File: src/rtl/mem_pkg.sv
// Shared types, one-hot field indices and lane helpers for the MEM pipeline stage.
package mem_pkg;

  localparam int unsigned DW      = 32;
  localparam int unsigned LOAD_W  = 5;
  localparam int unsigned STORE_W = 3;

  localparam int unsigned LOAD_LB  = 0;
  localparam int unsigned LOAD_LH  = 1;
  localparam int unsigned LOAD_LW  = 2;
  localparam int unsigned LOAD_LBU = 3;
  localparam int unsigned LOAD_LHU = 4;

  localparam int unsigned STORE_SB = 0;
  localparam int unsigned STORE_SH = 1;
  localparam int unsigned STORE_SW = 2;

  typedef enum logic [0:0] {
    IDLE = 1'b0,
    WAIT = 1'b1
  } state_e;

  // Everything needed to keep driving an access and to build MEM/WB when it retires.
  typedef struct packed {
    logic [DW-1:0]      addr;
    logic [DW-1:0]      wdata;
    logic [LOAD_W-1:0]  loadcntrl;
    logic [STORE_W-1:0] storecntrl;
    logic [4:0]         rd;
    logic [DW-1:0]      pc;
    logic [DW-1:0]      csr;
    logic               regwrite;
    logic               is_load;
    logic               is_store;
    logic               fpusrc;
    logic               csr_read;
  } req_t;

  function automatic logic [3:0] lane_en(input logic [STORE_W-1:0] sc, input logic [1:0] off,
                                         input logic is_store);
    logic [3:0] en;
    en = 4'b1111;
    if (is_store) begin
      if (sc[STORE_SB])      en = 4'b0001 << off;
      else if (sc[STORE_SH]) en = 4'b0011 << off;
    end
    return en;
  endfunction

  function automatic logic [DW-1:0] store_data(input logic [STORE_W-1:0] sc, input logic [DW-1:0] rs2);
    logic [DW-1:0] d;
    d = rs2;
    if (sc[STORE_SB])      d = {4{rs2[7:0]}};
    else if (sc[STORE_SH]) d = {2{rs2[15:0]}};
    return d;
  endfunction

endpackage

File: src/rtl/mem_stage_if.sv
// Data-memory request/ready port between the MEM stage and data memory.
interface mem_stage_if #(
  parameter int unsigned XLEN = 32
);
  logic [XLEN-1:0] mem_addr;
  logic [XLEN-1:0] mem_din;
  logic [XLEN-1:0] mem_dout;
  logic [3:0]      mem_en;
  logic            mem_wea;
  logic            mem_rea;
  logic            mem_rdy;

  modport master (
    output mem_addr, mem_din, mem_en, mem_wea, mem_rea,
    input  mem_dout, mem_rdy
  );

  modport slave (
    input  mem_addr, mem_din, mem_en, mem_wea, mem_rea,
    output mem_dout, mem_rdy
  );
endinterface

File: src/rtl/mem_stage_load_align.sv
// Picks the addressed byte/half/word out of a read word and sign- or zero-extends it.
module load_align
  import mem_pkg::*;
(
  input  logic [DW-1:0]     dout,
  input  logic [1:0]        offset,
  input  logic [LOAD_W-1:0] loadcntrl,
  output logic [DW-1:0]     load_data_c
);

  logic [7:0]  byte_v;
  logic [15:0] half_v;

  always_comb begin
    byte_v      = dout[{offset, 3'b000} +: 8];
    half_v      = dout[{offset[1], 4'b0000} +: 16];
    load_data_c = dout;
    if (loadcntrl[LOAD_LB])       load_data_c = {{24{byte_v[7]}}, byte_v};
    else if (loadcntrl[LOAD_LBU]) load_data_c = {24'h0, byte_v};
    else if (loadcntrl[LOAD_LH])  load_data_c = {{16{half_v[15]}}, half_v};
    else if (loadcntrl[LOAD_LHU]) load_data_c = {16'h0, half_v};
  end

endmodule

File: src/rtl/mem_stage.sv
// Pipeline MEM stage: issues loads/stores over a request/ready port and builds the MEM/WB registers.
module mem_stage
  import mem_pkg::*;
#(
  parameter int unsigned TIMEOUT = 64,
  parameter int unsigned XLEN    = 32
) (
  input  logic               clk,
  input  logic               Rst,
  input  logic [XLEN-1:0]    EX_MEM_alures,
  input  logic [XLEN-1:0]    EX_MEM_dout_rs2,
  input  logic [4:0]         EX_MEM_rd,
  input  logic               EX_MEM_regwrite,
  input  logic               EX_MEM_memread,
  input  logic               EX_MEM_memwrite,
  input  logic [LOAD_W-1:0]  EX_MEM_loadcntrl,
  input  logic [STORE_W-1:0] EX_MEM_storecntrl,
  input  logic [XLEN-1:0]    EX_MEM_pres_addr,
  input  logic               EX_MEM_fpusrc,
  input  logic [XLEN-1:0]    EX_MEM_CSR,
  input  logic               EX_MEM_CSR_read,
  mem_stage_if.master        mem,
  output logic               mem_hold,
  output logic               bus_err,
  output logic               misalign,
  output logic [4:0]         MEM_WB_rd,
  output logic               MEM_WB_regwrite,
  output logic               MEM_WB_memread,
  output logic               MEM_WB_fpusrc,
  output logic               MEM_WB_CSR_read,
  output logic [XLEN-1:0]    MEM_WB_alures,
  output logic [XLEN-1:0]    MEM_WB_memres,
  output logic [XLEN-1:0]    MEM_WB_pres_addr,
  output logic [XLEN-1:0]    MEM_WB_CSR
);

  localparam int unsigned CNT_W = $clog2(TIMEOUT) + 1;

  state_e          state_q, state_d;
  req_t            req_q, ex_req, cur;
  logic [CNT_W-1:0] cnt_q;
  logic            ex_access, ex_mis, issue_c, timeout_c;
  logic [DW-1:0]   load_data_c;

  // Incoming EX/MEM request; a store overrides a simultaneous load.
  always_comb begin
    ex_req            = '0;
    ex_req.addr       = EX_MEM_alures;
    ex_req.wdata      = EX_MEM_dout_rs2;
    ex_req.loadcntrl  = EX_MEM_loadcntrl;
    ex_req.storecntrl = EX_MEM_storecntrl;
    ex_req.rd         = EX_MEM_rd;
    ex_req.pc         = EX_MEM_pres_addr;
    ex_req.csr        = EX_MEM_CSR;
    ex_req.regwrite   = EX_MEM_regwrite;
    ex_req.is_store   = EX_MEM_memwrite;
    ex_req.is_load    = EX_MEM_memread & ~EX_MEM_memwrite;
    ex_req.fpusrc     = EX_MEM_fpusrc;
    ex_req.csr_read   = EX_MEM_CSR_read;
    ex_access = EX_MEM_memread | EX_MEM_memwrite;
    if (ex_req.is_store)
      ex_mis = (EX_MEM_storecntrl[STORE_SH] & EX_MEM_alures[0]) |
               (EX_MEM_storecntrl[STORE_SW] & (|EX_MEM_alures[1:0]));
    else
      ex_mis = ((EX_MEM_loadcntrl[LOAD_LH] | EX_MEM_loadcntrl[LOAD_LHU]) & EX_MEM_alures[0]) |
               (EX_MEM_loadcntrl[LOAD_LW] & (|EX_MEM_alures[1:0]));
    issue_c   = ex_access & ~ex_mis;
    timeout_c = (state_q == WAIT) && !mem.mem_rdy && (cnt_q == CNT_W'(TIMEOUT - 1));
  end

  always_ff @(posedge clk) begin
    if (Rst) state_q <= IDLE;
    else     state_q <= state_d;
  end

  always_comb begin
    state_d = state_q;
    case (state_q)
      IDLE:    if (issue_c) state_d = WAIT;
      WAIT:    if (mem.mem_rdy || timeout_c) state_d = IDLE;
      default: state_d = IDLE;
    endcase
  end

  // Memory port: the live EX/MEM request on the issue cycle, the latched one while waiting.
  always_comb begin
    cur          = (state_q == WAIT) ? req_q : ex_req;
    mem.mem_addr = '0;
    mem.mem_din  = '0;
    mem.mem_en   = '0;
    mem.mem_wea  = 1'b0;
    mem.mem_rea  = 1'b0;
    mem_hold     = 1'b0;
    if (!Rst && (state_q == WAIT || issue_c)) begin
      mem.mem_addr = {cur.addr[DW-1:2], 2'b00};
      mem.mem_din  = cur.is_store ? store_data(cur.storecntrl, cur.wdata) : '0;
      mem.mem_en   = lane_en(cur.storecntrl, cur.addr[1:0], cur.is_store);
      mem.mem_wea  = cur.is_store;
      mem.mem_rea  = cur.is_load;
      mem_hold     = (state_q == WAIT) ? !mem.mem_rdy : 1'b1;
    end
  end

  load_align u_load_align (
    .dout        (mem.mem_dout),
    .offset      (req_q.addr[1:0]),
    .loadcntrl   (req_q.loadcntrl),
    .load_data_c (load_data_c)
  );

  // MEM/WB registers; regwrite defaults low so every stall edge is a bubble.
  always_ff @(posedge clk) begin
    if (Rst) begin
      req_q            <= '0;
      cnt_q            <= '0;
      bus_err          <= 1'b0;
      misalign         <= 1'b0;
      MEM_WB_rd        <= '0;
      MEM_WB_regwrite  <= 1'b0;
      MEM_WB_memread   <= 1'b0;
      MEM_WB_fpusrc    <= 1'b0;
      MEM_WB_CSR_read  <= 1'b0;
      MEM_WB_alures    <= '0;
      MEM_WB_memres    <= '0;
      MEM_WB_pres_addr <= '0;
      MEM_WB_CSR       <= '0;
    end else begin
      bus_err         <= 1'b0;
      misalign        <= 1'b0;
      MEM_WB_regwrite <= 1'b0;
      if (state_q == IDLE) begin
        cnt_q <= '0;
        if (issue_c) begin
          req_q <= ex_req;
        end else begin
          MEM_WB_rd        <= EX_MEM_rd;
          MEM_WB_regwrite  <= EX_MEM_regwrite & ~ex_access;
          MEM_WB_memread   <= ex_req.is_load;
          MEM_WB_fpusrc    <= EX_MEM_fpusrc;
          MEM_WB_CSR_read  <= EX_MEM_CSR_read;
          MEM_WB_alures    <= EX_MEM_alures;
          MEM_WB_memres    <= '0;
          MEM_WB_pres_addr <= EX_MEM_pres_addr;
          MEM_WB_CSR       <= EX_MEM_CSR;
          misalign         <= ex_access;
        end
      end else if (mem.mem_rdy || timeout_c) begin
        cnt_q            <= '0;
        MEM_WB_rd        <= req_q.rd;
        MEM_WB_regwrite  <= req_q.regwrite & mem.mem_rdy;
        MEM_WB_memread   <= req_q.is_load;
        MEM_WB_fpusrc    <= req_q.fpusrc;
        MEM_WB_CSR_read  <= req_q.csr_read;
        MEM_WB_alures    <= req_q.addr;
        MEM_WB_memres    <= (mem.mem_rdy && req_q.is_load) ? load_data_c : '0;
        MEM_WB_pres_addr <= req_q.pc;
        MEM_WB_CSR       <= req_q.csr;
        bus_err          <= timeout_c;
      end else begin
        cnt_q <= cnt_q + CNT_W'(1);
      end
    end
  end

endmodule

File: src/flat_wrapper.sv
// flat-port wrapper written by rule: the top's interface ports become plain ports
module mem_stage_flat import mem_pkg::*;
#(
  parameter int unsigned TIMEOUT = 64,
  parameter int unsigned XLEN    = 32
)
  (clk, Rst, EX_MEM_alures, EX_MEM_dout_rs2, EX_MEM_rd, EX_MEM_regwrite, EX_MEM_memread, EX_MEM_memwrite, EX_MEM_loadcntrl, EX_MEM_storecntrl, EX_MEM_pres_addr, EX_MEM_fpusrc, EX_MEM_CSR, EX_MEM_CSR_read, mem_hold, bus_err, misalign, MEM_WB_rd, MEM_WB_regwrite, MEM_WB_memread, MEM_WB_fpusrc, MEM_WB_CSR_read, MEM_WB_alures, MEM_WB_memres, MEM_WB_pres_addr, MEM_WB_CSR, mem_mem_addr, mem_mem_din, mem_mem_en, mem_mem_wea, mem_mem_rea, mem_mem_dout, mem_mem_rdy);
  mem_stage_if #(.XLEN(XLEN)) mem_i ();
  input  logic clk;
  input  logic Rst;
  input  logic [XLEN-1:0] EX_MEM_alures;
  input  logic [XLEN-1:0] EX_MEM_dout_rs2;
  input  logic [4:0] EX_MEM_rd;
  input  logic EX_MEM_regwrite;
  input  logic EX_MEM_memread;
  input  logic EX_MEM_memwrite;
  input  logic [LOAD_W-1:0] EX_MEM_loadcntrl;
  input  logic [STORE_W-1:0] EX_MEM_storecntrl;
  input  logic [XLEN-1:0] EX_MEM_pres_addr;
  input  logic EX_MEM_fpusrc;
  input  logic [XLEN-1:0] EX_MEM_CSR;
  input  logic EX_MEM_CSR_read;
  output logic mem_hold;
  output logic bus_err;
  output logic misalign;
  output logic [4:0] MEM_WB_rd;
  output logic MEM_WB_regwrite;
  output logic MEM_WB_memread;
  output logic MEM_WB_fpusrc;
  output logic MEM_WB_CSR_read;
  output logic [XLEN-1:0] MEM_WB_alures;
  output logic [XLEN-1:0] MEM_WB_memres;
  output logic [XLEN-1:0] MEM_WB_pres_addr;
  output logic [XLEN-1:0] MEM_WB_CSR;
  output wire logic [$bits(mem_i.mem_addr)-1:0] mem_mem_addr;
  output wire logic [$bits(mem_i.mem_din)-1:0] mem_mem_din;
  output wire logic [$bits(mem_i.mem_en)-1:0] mem_mem_en;
  output wire logic [$bits(mem_i.mem_wea)-1:0] mem_mem_wea;
  output wire logic [$bits(mem_i.mem_rea)-1:0] mem_mem_rea;
  input wire logic [$bits(mem_i.mem_dout)-1:0] mem_mem_dout;
  input wire logic [$bits(mem_i.mem_rdy)-1:0] mem_mem_rdy;
  assign mem_mem_addr = mem_i.mem_addr;
  assign mem_mem_din = mem_i.mem_din;
  assign mem_mem_en = mem_i.mem_en;
  assign mem_mem_wea = mem_i.mem_wea;
  assign mem_mem_rea = mem_i.mem_rea;
  assign mem_i.mem_dout = mem_mem_dout;
  assign mem_i.mem_rdy = mem_mem_rdy;
  mem_stage #(.TIMEOUT(TIMEOUT), .XLEN(XLEN)) u_core (.clk(clk), .Rst(Rst), .EX_MEM_alures(EX_MEM_alures), .EX_MEM_dout_rs2(EX_MEM_dout_rs2), .EX_MEM_rd(EX_MEM_rd), .EX_MEM_regwrite(EX_MEM_regwrite), .EX_MEM_memread(EX_MEM_memread), .EX_MEM_memwrite(EX_MEM_memwrite), .EX_MEM_loadcntrl(EX_MEM_loadcntrl), .EX_MEM_storecntrl(EX_MEM_storecntrl), .EX_MEM_pres_addr(EX_MEM_pres_addr), .EX_MEM_fpusrc(EX_MEM_fpusrc), .EX_MEM_CSR(EX_MEM_CSR), .EX_MEM_CSR_read(EX_MEM_CSR_read), .mem(mem_i), .mem_hold(mem_hold), .bus_err(bus_err), .misalign(misalign), .MEM_WB_rd(MEM_WB_rd), .MEM_WB_regwrite(MEM_WB_regwrite), .MEM_WB_memread(MEM_WB_memread), .MEM_WB_fpusrc(MEM_WB_fpusrc), .MEM_WB_CSR_read(MEM_WB_CSR_read), .MEM_WB_alures(MEM_WB_alures), .MEM_WB_memres(MEM_WB_memres), .MEM_WB_pres_addr(MEM_WB_pres_addr), .MEM_WB_CSR(MEM_WB_CSR));
endmodule
File: config.mk
export PLATFORM = sky130hd
export DESIGN_NAME = mem_stage_flat
export DESIGN_NICKNAME = d
export VERILOG_FILES = /design/src/rtl/mem_pkg.sv /design/src/rtl/mem_stage_if.sv /design/src/rtl/mem_stage_load_align.sv /design/src/rtl/mem_stage.sv /design/src/flat_wrapper.sv
export SDC_FILE = /design/constraint.sdc
export NUM_CORES = 1
export LEC_CHECK = 0
export ABC_CLOCK_PERIOD_IN_PS = 2440
export BUFFER_PORTS_ARGS = -buffer_cell sky130_fd_sc_hd__buf_2
export CAP_MARGIN = 20
export CORE_ASPECT_RATIO = 0.6
export CORE_MARGIN = 1.5
export CORE_UTILIZATION = 45
export DETAILED_ROUTE_END_ITERATION = 8
export HOLD_SLACK_MARGIN = 0.06
export PLACE_DENSITY = 0.72
export SYNTH_ARGS = -nofsm -noshare
export SYNTH_HDL_FRONTEND = slang
export SYNTH_SLANG_ARGS = --single-unit
File: constraint.sdc
create_clock -name clk -period 2.44 [get_ports clk]
set_input_delay 0.488 -clock clk [delete_from_list [all_inputs] [get_ports clk]]
set_output_delay 0.488 -clock clk [all_outputs]
set_load 0.005 [all_outputs]
Word level (Yosys, flattened, before mapping)
Index checks and enable logic that the tools add are counted.
W data, S select, Z words.
{"block": "word_totals", "input_bits": 181, "output_inout_bits": 210, "elab_cells": 114, "reg_bits": 293}
{"block": "classes", "n_mux": 50, "addsub": 1, "n_reduce_logical": 14, "eq_ne": 3, "bitwise_logic": 17, "shifts": 4}
{"operator": "$mux W32", "n": 22}
{"operator": "$mux W146", "n": 1}
{"operator": "$shiftx A32 B6 Y16", "n": 1}
{"operator": "$shiftx A32 B6 Y8", "n": 1}
{"operator": "$mux W1", "n": 19}
{"operator": "$mux W4", "n": 4}
{"operator": "$mux W5", "n": 3}
{"operator": "$reduce_or A3 Y1", "n": 3}
{"operator": "$and A1 B1 Y1", "n": 8}
{"operator": "$add A7 B1 Y7 const B", "n": 1}
{"operator": "$eq A7 B6 Y1 const B", "n": 1}
{"operator": "$not A1 Y1", "n": 5}
{"operator": "$logic_and A1 B1 Y1", "n": 4}
{"operator": "$or A1 B1 Y1", "n": 4}
{"operator": "$reduce_and A2 Y1", "n": 2}
{"operator": "$shl A1 B2 Y4 const A", "n": 1}
{"operator": "$shl A2 B2 Y4 const A", "n": 1}
{"operator": "$logic_not A1 Y1", "n": 2}
{"operator": "$logic_or A1 B1 Y1", "n": 2}
{"operator": "$ne A2 B1 Y1 const B", "n": 1}
{"operator": "$ne A2 B2 Y1 const B", "n": 1}
{"operator": "$pmux W1 S2", "n": 1}
{"operator": "$reduce_or A2 Y1", "n": 1}

Depth between registers and ports, before layout
{"block": "logic_depth", "ltp_word": 9, "depth_mapped": 8, "depth_no_buf": 5}

Cells and area by module
From an unflattened synthesis, not the netlist that was laid out.
{"block": "hier_totals", "hier_cells": 1581, "area_unflattened_um2": 14458.9}
{"mod": "mem_stage", "cells_each": 1462, "seq_area_each_um2": 5845.6, "n_inst": 1, "area_per_inst_um2": 13606.8}
{"mod": "load_align", "cells_each": 119, "seq_area_each_um2": 0.0, "n_inst": 1, "area_per_inst_um2": 852.1}

Worst setup path after synthesis
Ideal clock, no wire load.
{"block": "synth_path", "path_kind": "input port to output port", "startpoint": "input EX_MEM_alures[0]", "endpoint": "output mem_mem_din[30]", "path_buffers": 1, "path_slack_ps": 297, "path_stages": 5, "t_arrival_ps": 1655, "t_required_ps": 1952, "cell_sequence": "o21ai_1 -> nand4b_1 -> a311o_1 -> buf_2 -> a211oi_1"}
{"block": "synth_between", "elab_chain_cells": 9, "word_cells_on_any_way": 13, "classes_between": "mux: 2; bitwise: 8; reduce/logical: 3"}
{"element": "start: declaration", "line": "flat_wrapper.sv:11", "source": "input logic [XLEN-1:0] EX_MEM_alures;"}
{"element": "$reduce_or A2 Y1", "line": "mem_stage.sv:63, mem_stage.sv:66"}
{"element": "$and A1 B1 Y1, on equally long branches", "line": "mem_stage.sv:66, mem_stage.sv:63"}
{"element": "$or A1 B1 Y1, on equally long branches", "line": "mem_stage.sv:65, mem_stage.sv:62"}
{"element": "$mux W1 (*)", "line": "mem_stage.sv:61", "source": "if (ex_req.is_store)"}
{"element": "$not A1 Y1 (*)", "line": "mem_stage.sv:67", "source": "issue_c = ex_access & ~ex_mis;"}
{"element": "$and A1 B1 Y1 (*)", "line": "mem_stage.sv:67"}
{"element": "$logic_or A1 B1 Y1 (*)", "line": "mem_stage.sv:94", "source": "if (!Rst && (state_q == WAIT || issue_c)) begin"}
{"element": "$logic_and A1 B1 Y1 (*)", "line": "mem_stage.sv:94"}
{"element": "$mux W32 (*)", "line": "mem_stage.sv:94"}
{"element": "end: declaration", "line": "flat_wrapper.sv:36", "source": "output wire logic [$bits(mem_i.mem_din)-1:0] mem_mem_din;"}
Mark *: on every way between the ends. The rest lies on a longest branch, timed or not.

Worst setup path in the final report
{"block": "layout_path", "startpoint": "register u_core.state_q", "endpoint": "output mem_mem_din[27]"}
{"block": "layout_between", "elab_chain_cells": 5, "word_cells_on_any_way": 7, "classes_between": "mux: 5; reduce/logical: 2"}
{"element": "start: declaration", "line": "mem_stage.sv:39", "source": "state_e state_q, state_d;"}
{"element": "start signal: assignment", "line": "mem_stage.sv:73", "source": "else state_q <= state_d;"}
{"element": "$mux W146", "line": "mem_stage.sv:87", "source": "cur = (state_q == WAIT) ? req_q : ex_req;"}
{"element": "$mux W32", "line": "mem_pkg.sv:54", "source": "else if (sc[STORE_SH]) d = {2{rs2[15:0]}};"}
{"element": "$mux W32", "line": "mem_pkg.sv:53", "source": "if (sc[STORE_SB]) d = {4{rs2[7:0]}};"}
{"element": "$mux W32", "line": "mem_stage.sv:96", "source": "mem.mem_din = cur.is_store ? store_data(cur.storecntrl, cur.wdata) : '0;"}
{"element": "$mux W32 (*)", "line": "mem_stage.sv:94"}
Marks and branches as above.

==> PnR_summary.wiki <==
{| class="wikitable"
! Metric !! Value
|-
| Total of max-cap violations || 0
|-
| Relative slew slack || 0.354
|-
| Leakage power || 7.77 nW
|-
| Detailed Place HPWL || 32100 um
|-
| Setup repair after global routing missed its margin || true
|-
| Maximum number of pins on one net before global-route repair || 115
|-
| Number of synthesized flops with an enable pin || 0
|-
| Arrival time worst endpoint || 2.11 ns
|-
| Final-layout setup total negative slack || -3.74 ns
|-
| Antenna violations before repair || 5
|-
| Worst slack, placed || -0.00272 ns
|-
| Vertical extent of the die || 140 um
|-
| Count of endpoints failing hold in the final timing report || 0
|-
| Wire length per cell || 21.1 um
|-
| Top cell by count, worst path || buf_12
|-
| CTS H-tree lvls || 1
|-
| Count of synthesis-stage warnings from yosys || 0
|-
| Violations in the final reports || setup timing
|-
| Area growth from synthesis to layout || 28.2%
|-
| Switching power share of the total || 0.291
|-
| Antenna violation net count after detailed routing || 0
|-
| Net switching power || 3.74 mW
|-
| Most frequently used cell type in the post-synthesis netlist || dfxtp_1
|-
| Synth async-reset ratio || 0
|-
| Core Box Area || 30300 um2
|-
| Type of the tightest min-delay check || in -> reg
|-
| Transition time of the tightest slew-check pin || 0.969 ns
|-
| Final-report max-slew violation count || 0
|-
| Weighted congestion at the end of routability-driven global placement || 1.02
|-
| Required time at the worst-slack endpoint || 1.95 ns
|-
| Number of different library cells in the post-synthesis netlist || 52
|-
| Int Pwr || 9.08 mW
|-
| Number of vias per cell || 6.15
|-
| 1st-iter DRT viols || 1587
|-
| Clock-pin slew on the worst setup and hold paths || 0.07 ns
|-
| Number of rows created at floorplan || 49
|-
| Starting Density || 0.463
|-
| Final worst path period share || 1.06
|-
| Worst setup EP type || output port
|-
| First-pass GRT wire length || 72900 um
|-
| IO buf count || 388
|-
| Cell taking the most area after synthesis || dfxtp_1
|-
| Peak Freq || 386 MHz
|-
| Share of the synthesized area in the top cell type || 0.414
|-
| Post-Route Skew || 0.0131 ns
|-
| Total number of vias || 14100
|-
| Status || finished, violations left
|-
| Slowest cell on the critical path || dfxtp_4
|-
| Crit path max fanout || 33
|-
| Fraction of layout instances using a drive strength above 1 || 0.369
|-
| Combinational power share || 0.224
|-
| Clock tree from TritonCTS || yes
|-
| Drt pass-1 iters || 5
|-
| Commonest cells in the synthesized netlist || dfxtp_1, nand2_1, mux2i_1
|-
| Maximum buffer depth of the clock tree || 3
|-
| Tmin final || 2.59 ns
|-
| Number of global-route vias before repair || 12700
|-
| Final worst-path setup slack || -0.153 ns
|-
| Overall Global Routing Usage || 0.280
|-
| Later-pin clock latency in the skew report || 0.55 ns
|-
| Cell Pwr Density || 711 nW/um2
|-
| Clk Tree Root Cell || clkbuf_16
|-
| VDD IR-drop max || 0.000672 V
|-
| Relative contribution of the clock network to total power || 0.354
|-
| Avg Inst Size Synth || 9.08 um2
|-
| Share of the yosys chip area belonging to registers || 0.414
|-
| Worst stage delay on the critical path || 0.37 ns
|-
| Number of failing setup endpoints in the final timing report || 43
|-
| Die width || 231 um
|-
| Final design area excluding fillers || 18000 um2
|-
| Number of buffers added by the clock tree synthesis step || 27
|-
| Portion of total power attributed to sequential cells || 0.421
|-
| Most used DFF post-synth || dfxtp_1
|-
| Clock Sink Count || 291
|-
| Flip-flop and latch count after synthesis || 291
|-
| Ports placed on the boundary || 391
|-
| CP Class || reg -> out
|-
| Post-synthesis cell area || 14100 um2
|-
| Hold-fix buffer count after cts || 0
|-
| Die area || 32400 um2
|-
| Nature of the critical path startpoint || flip-flop
|-
| Cell area after placement || 16500 um2
|-
| Cells taking the most area after synthesis || dfxtp_1, mux2i_1, a211oi_1, a31o_2, a31oi_1
|-
| Chain of cells forming the critical path || buf_12 > mux2i_2 > a311o_1 > buf_12 > a211oi_1 > buf_2
|-
| Synthesized netlist cell count || 1549
|-
| Grt total ovfl || 0
|-
| Final nets || 2048
|-
| Remaining routing DRC violations || 0
|-
| Post-Route WL || 48400 um
|}
-- area by class of cell --
type,count,area [um2]
sequential,291,5830
clock buffer,39,781
clock inverter,11,166
fill,2608,12300
timing repair buffer,474,3010
antenna,4,10.0
tap,408,510
inverter,8,37.5
multi-input combinational,1060,7680
-- layout by cell type (no fill, tap or decap), types with 27 or more instances in the layout --
cell         n
buf_2      387
a21oi_1    124
nor2_1      59
buf_4       55
o21ai_0     41
clkbuf_16   27
nand4_1     32
a32o_1      32
mux2i_1    121
a31oi_1    106
nand2_1    154
dfxtp_1    289
a211oi_1   114
a31o_2      95
-- kinds of logic (layout without fill, tap and decap cells) --
kind of cell / Yosys count / after routing / share of synthesized area
compound gates: 604 / 604 / 0.304
xor+xnor: 4 / 4 / 0.00249
fa+ha+maj: 5 / 5 / 0.00445
buf+inv: 199 / 532 / 0.0625
flops: 291 / 291 / 0.414
mux: 165 / 165 / 0.125
other cells: 1 / 6 / 0.000267
simple gates: 280 / 280 / 0.0878
-- through the flow --
| step | power [mW] | hold WS, ns | cells | util |
|---|---|---|---|---|
| floorplan | 7.04 | 0.418 | 1550 | - |
| global placement | 8.05 | 0.428 | 2219 | 0.543 |
| detailed placement | 8.12 | 0.452 | 2219 | 0.543 |
| CTS | 12.8 | 0.169 | 2282 | 0.585 |
| global route | 13.3 | 0.188 | 2294 | 0.594 |
| finish | 12.8 | 0.199 | 2295 | 0.594 |
-- per-layer routing --
layer	vias up	global-route usage	share of wire	wire length, um
li1	6474	-	-	-
met1	6861	0.397	0.43	20900
met2	659	0.408	0.44	21300
met3	115	0.0735	0.093	4510
met4	2	0.0994	0.034	1660
met5	-	0	0.00025	12
-- critical path, delay by kind of cell, from the launching register on --
| family | cells | cell delay (ns) |
|---|---|---|
| muxes | 1 | 0.15 |
| buffers and inverters | 3 | 0.49 |
| AOI/OAI and AO/OA | 2 | 0.53 |
| DFF | 1 | 0.37 |
-- sequential cells by signal (all words and copies together), names as in the netlist --
register and flops:
u_core.req_q 144, u_core.MEM_WB_CSR 32, u_core.MEM_WB_alures 32, u_core.MEM_WB_memres 32, u_core.MEM_WB_pres_addr 32, u_core.cnt_q 7, u_core.MEM_WB_rd 5, u_core.MEM_WB_CSR_read 1
u_core.MEM_WB_fpusrc 1, u_core.MEM_WB_memread 1, u_core.MEM_WB_regwrite 1, u_core.bus_err 1, u_core.misalign 1, u_core.state_q 1
-- final timing paths --
check	start	to	slack [ns]	cells after the start
worst max-delay path	u_core.state_q$_SDFF_PP0_	mem_mem_din[27]	-0.15	6
worst min-delay path	EX_MEM_dout_rs2[31]	u_core.req_q[113]$_SDFFE_PP0P_	0.20	3
worst max register to register	u_core.state_q$_SDFF_PP0_	u_core.req_q[21]$_SDFFE_PP0P_	0.27	8
worst min register to register	u_core.cnt_q[0]$_SDFF_PP0_	u_core.cnt_q[0]$_SDFF_PP0_	0.45	1
-- power by group through the flow --
stage | logic [mW] | registers, mW | clock network [mW]
final | 2.88 | 5.40 | 4.54
after global placement | 2.57 | 5.47 | 0
after floorplan | 1.59 | 5.45 | 0
after CTS | 2.76 | 5.38 | 4.62
after detailed placement | 2.63 | 5.49 | 0
after global routing | 3.09 | 5.43 | 4.79
-- repair_timing --
| item | CTS | global route |
|---|---|---|
| resized for setup | 30 | 34 |
| cloned | 2 | 0 |
| setup buffers | 11 | 7 |
| pin swaps | 2 | 2 |
| endpoints found under the setup margin | 69 | 55 |
Note: power is estimated with default switching activity, not from simulation.
